==> config.mk <==
export PLATFORM = sky130hd
export DESIGN_NAME = vrf_wr_arbiter
export DESIGN_NICKNAME = d
export VERILOG_FILES = /design/src/rtl/vrf_wr_arbiter.sv
export SDC_FILE = /design/constraint.sdc
export NUM_CORES = 1
export LEC_CHECK = 0
export ABC_CLOCK_PERIOD_IN_PS = 2800
export CAP_MARGIN = 40
export CELL_PAD_IN_SITES_DETAIL_PLACEMENT = 2
export CELL_PAD_IN_SITES_GLOBAL_PLACEMENT = 2
export CORE_UTILIZATION = 23
export CTS_CLUSTER_DIAMETER = 60
export DETAILED_ROUTE_END_ITERATION = 6
export HOLD_SLACK_MARGIN = 0.1
export PLACE_DENSITY_LB_ADDON = 0.1
export SETUP_SLACK_MARGIN = 0.05
export SLEW_MARGIN = 20
export SYNTH_ARGS = -nofsm -noshare
export SYNTH_HDL_FRONTEND = slang
export SYNTH_SLANG_ARGS = --single-unit
==> constraint.sdc <==
create_clock -name clk -period 2.8 [get_ports clk]
set_input_delay 0.28 -clock clk [delete_from_list [all_inputs] [get_ports clk]]
set_output_delay 0.28 -clock clk [all_outputs]
set_load 0.05 [all_outputs]
==> src/rtl/vrf_wr_arbiter.sv <==
// Fixed-priority ALU/LSU arbiter for the single vector register file write port.
// Define VRF_WR_ARBITER_STATS_EN to add the write/conflict statistics counters.
module vrf_wr_arbiter #(
  parameter int STARVE_LIMIT = 4,
  parameter int CNT_W        = 16
) (
  input  logic             clk,
  input  logic             rst,
  input  logic             stall,
  input  logic             alu_req,
  input  logic [4:0]       alu_wa,
  input  logic [63:0]      alu_wd,
  output logic             alu_gnt,
  input  logic             lsu_req,
  input  logic [4:0]       lsu_wa,
  input  logic [63:0]      lsu_wd,
  output logic             lsu_gnt,
  output logic             wen,
  output logic [4:0]       wa,
  output logic [63:0]      wd,
  output logic             lsu_forced
`ifdef VRF_WR_ARBITER_STATS_EN
  ,
  output logic [CNT_W-1:0] alu_wr_cnt,
  output logic [CNT_W-1:0] lsu_wr_cnt,
  output logic [CNT_W-1:0] conflict_cnt
`endif
);

  localparam logic [3:0] LIM = 4'(STARVE_LIMIT);

  logic [3:0]  r_starve;
  logic        r_wen;
  logic [4:0]  r_wa;
  logic [63:0] r_wd;
  logic        w_ok;
  logic        w_force;

  // Grants are masked by reset so nothing is accepted while it is held.
  assign w_ok    = !rst && !stall;
  assign w_force = w_ok && lsu_req && (r_starve >= LIM);
  assign alu_gnt = w_ok && alu_req && !w_force;
  assign lsu_gnt = w_ok && lsu_req && (w_force || !alu_req);
  assign lsu_forced = w_force;

  assign wen = r_wen;
  assign wa  = r_wa;
  assign wd  = r_wd;

  always_ff @(posedge clk or posedge rst) begin
    if (rst) begin
      r_starve <= '0;
    end else if (lsu_gnt) begin
      r_starve <= '0;
    end else if (w_ok && lsu_req && r_starve != 4'hF) begin
      r_starve <= r_starve + 4'd1;
    end
  end

  always_ff @(posedge clk or posedge rst) begin
    if (rst) begin
      r_wen <= 1'b0;
      r_wa  <= '0;
      r_wd  <= '0;
    end else begin
      r_wen <= alu_gnt || lsu_gnt;
      if (alu_gnt) begin
        r_wa <= alu_wa;
        r_wd <= alu_wd;
      end else if (lsu_gnt) begin
        r_wa <= lsu_wa;
        r_wd <= lsu_wd;
      end
    end
  end

`ifdef VRF_WR_ARBITER_STATS_EN
  logic [CNT_W-1:0] r_alu_cnt;
  logic [CNT_W-1:0] r_lsu_cnt;
  logic [CNT_W-1:0] r_conf_cnt;

  assign alu_wr_cnt   = r_alu_cnt;
  assign lsu_wr_cnt   = r_lsu_cnt;
  assign conflict_cnt = r_conf_cnt;

  // All statistics counters saturate at all-ones.
  always_ff @(posedge clk or posedge rst) begin
    if (rst) begin
      r_alu_cnt  <= '0;
      r_lsu_cnt  <= '0;
      r_conf_cnt <= '0;
    end else begin
      if (alu_gnt && r_alu_cnt != '1)
        r_alu_cnt <= r_alu_cnt + CNT_W'(1);
      if (lsu_gnt && r_lsu_cnt != '1)
        r_lsu_cnt <= r_lsu_cnt + CNT_W'(1);
      if (w_ok && alu_req && lsu_req && r_conf_cnt != '1)
        r_conf_cnt <= r_conf_cnt + CNT_W'(1);
    end
  end
`endif

endmodule

==> summary by stage <==
Run status
The flow ran to the end, and the final reports show no timing, DRC or antenna violations.

Route
After the first detailed-routing iteration, the DRC count stood at roughly 190. The number of search-and-repair iterations in the first detailed-routing pass is 6. The DRC violation count after routing is 0. Summing over every cut layer, the via total after detailed routing is 4070. The detailed router put a total of approximately 7600 um of wire on met1. In this run the top signal layer used is met4. The routed wire length on met2 is about 8300 um. The average via count per standard cell is 5.24.

Wire segments on met3 add up to 1050 um in the final route. Once detail routing completed, the nets flagged for antenna violations numbered 0. The average wire length per cell after detail routing is 22.3 um. The final layout contains routed wiring with a total length of approximately 17000 um.

Synth
In the post-synthesis netlist, the biggest area contributors are dfrtp_1 46%, a221o_1 17%, and4_1 15%. The post-synthesis cell area is 0.00404 mm^2. The proportion of netlist area held by the largest area contributor is 0.459. The post-synthesis sequential element count is 74.

Averaged over all synthesized cells, the footprint is about 11 um^2. dfrtp_1 takes more of the synthesized area than any other cell. The number of nets handed over by synthesis was approximately 500.

The gate count after technology mapping is between 300 and 400. In this run, distinct cell masters in the synthesized netlist total 23. The part of the Yosys area used for sequential elements is 0.459. Yosys printed 0 warnings.

Critical path
The nature of the critical path endpoint is an output port. The critical-path maximum fanout is 7. The arrival time reported for the critical path endpoint is around 1.9 ns. Counting cells, the worst reg-to-reg path comes to 4. For flop-to-flop paths, the worst setup slack is 1.06 ns. The sort of element at the start of the critical path is a primary input. The timing endpoint of the critical path is lsu_gnt. The endpoint required time on the critical path is between 2 and 3 ns. The endpoint identified for the worst register-to-register timing path is wd[59]. Tracing the worst setup path back leads to its startpoint at rst. The critical register-to-register path startpoint is r_starve[2]. The category of the most critical setup path is primary input to output port.

Cells and area
The area growth from synthesis to layout is 66.7%. The post-layout instance area is 0.00673 mm^2. At the end of the flow, the number of nets in the layout was 690.

The top cell types in the final layout, fill and taps aside, are 211 x clkdlybuf4s50_1, 74 x dfrtp_1, 69 x nor3b_1, 69 x and4_1, 69 x a221o_1. The number of antenna repair diodes is 0. Of the cells placed in the final design, the portion with a size suffix greater than 1 is 0.0762. The leading cell type in the layout, fill and taps excluded is clkdlybuf4s50_1.

Floorplanning
216 I/O pins were placed. The initial utilization of the core area, before any placement, comes to 0.234. The vertical die dimension is between 100 and 150 um. The floorplan has 48 rows.

The horizontal die dimension is roughly 130 um. The floorplan step defined a core boundary enclosing around 0.017 mm^2. The die area is approximately 0.018 mm^2.

STA
Setup repair after global routing left no endpoint under its margin. The setup-violating endpoint count in the final report is 0. The final setup skew is 0.00826 ns. Dividing the final minimum period by the clock period gives 0.773. The total count of max-transition violations in the final report is 0. The final number of hold-violating endpoints is 0. Adding up every negative setup slack in the final design gives 0 ns. The slew at the pin with the worst max-slew slack is 0.576 ns. The minimum clock period after layout is ~2.2 ns.

Measured against its own limit, the worst slew margin works out to 0.615. The fmax is 462 MHz.

Place
The congestion estimate from routability-driven global placement came to between 0.7 and 0.8. The cell area reported after detailed placement is ~0.0064 mm^2. The count of buffers from port buffering is about 220. The half-perimeter wire length after placement is between 10000 and 15000 um.

CTS
The later-pin clock latency in the skew report is 0.34 ns. The root buffer selected by CTS is clkbuf_16. After clock tree synthesis, the setup repair step added 0 buffers. The clock drives 74 sinks. The number of buffers on the longest clock path is 2. Clock-pin slew was measured on the worst setup and hold paths at approximately 0.060 ns.

Buffers inserted during clock tree synthesis total 9. TritonCTS built the clock tree. The number of hold buffers added after CTS is 0.

The post-cts resize count is 0. The clock tree synthesis step divided the H-tree into 3 levels.

Run
The number of max-cap violations is 0.

Power and ir drop
In this run the static leakage power is between 2 and 3 nW. The largest vdd supply drop is between 0.3 and 0.4 mV. The ratio of total power to cell area is about 630 mW/mm^2.

Global routing
The remaining global-route overflow is 0. The first global-routing pass estimated 26900 um of wire. Across every metal layer, demand over resource in global routing totals 0.194. The initial antenna violation count is 0.

The number of global-route vias before repair is around 4700. Entering global routing, the biggest net connects 70 pins.

Hold path
The path category of the worst min-delay check is primary input to async pin.
[power by group]
| group | leakage, nW | internal [mW] | switching, mW |
|---|---|---|---|
| combinational | 1.55 | 0.697 | 1.03 |
| sequential | 0.888 | 1.26 | 0.122 |
| clock | 0.141 | 0.670 | 0.477 |
[per-stage QoR]
step / hold WS [ns] / total power, mW / std cells / setup WS [ns] / utilization
6_report: 0.344 / 4.25 / 776 / 0.636 / 0.390
5_1_grt: 0.383 / 4.43 / 776 / 0.519 / 0.390
4_1_cts: 0.346 / 4.31 / 776 / 0.603 / 0.390
3_5_place_dp: 0.503 / 3.14 / 760 / 0.600 / 0.373
3_3_place_gp: 0.494 / 3.12 / 760 / 0.668 / 0.373
2_1_floorplan: 0.443 / 2.39 / 357 / 0.638 / -
[cell families (layout without fill, tap and decap cells)]
kind of cell / after synthesis / after routing / share of synthesized area
buffers and inverters: 55 / 249 / 0.0574
and+or+nand+nor: 150 / 150 / 0.298
AOI/OAI and AO/OA: 77 / 77 / 0.182
DFF: 74 / 74 / 0.459
adders and majority gates: 1 / 1 / 0.00310
[final cells by class]
cell class                 instances  area (um^2)
inverter                           3         12.5
fill                            1791        10500
sequential                        74         1850
clock inverter                     4         25.0
clock buffer                      12          267
timing repair buffer             230         2310
multi-input combinational        228         1980
tap                              225          282
[worst min-delay path by stage]
stage                 start           to  slack, ns  cells past startpoint
detailed placement   wd[23]       wd[23]       0.50                      1
floorplan           lsu_req  r_starve[2]       0.44                      2
global placement     wd[51]       wd[51]       0.49                      1
global route            rst       wd[60]       0.38                      2
CTS                     rst       wd[60]       0.35                      2
finish                  rst        wa[2]       0.34                      2
[per-layer routing]
layer | global-route usage | vias up
met4 | 0.0649 | 0
li1 | - | 1841
met5 | 0 | -
met2 | 0.326 | 133
met1 | 0.242 | 2079
met3 | 0.0495 | 17
[flip-flops by register name, indices dropped and copies added (netlist names)]
signal,flops
wen,1
wa,5
wd,64
r_starve,4
[cells in the mapped netlist (all sizes together)]
| cell type | instances |
|---|---|
| buf | 14 |
| o21ai | 4 |
| a31oi | 1 |
| and2 | 1 |
| nor2 | 5 |
| and3 | 1 |
| nand3 | 1 |
| or2 | 1 |
| clkbuf | 38 |
| or3 | 1 |
| or3b | 2 |
| a21oi | 3 |
| ha | 1 |
| a221o | 69 |
| dfrtp | 74 |
| inv | 3 |
| nor3b | 69 |
| and4 | 69 |
[critical path, cell delays in order]
cell and delay [ns]:
clkdlybuf4s50_1 0.51, or3b_1 0.50, a21oi_1 0.40, buf_12 0.20
Note: power is estimated with default switching activity, not from simulation.
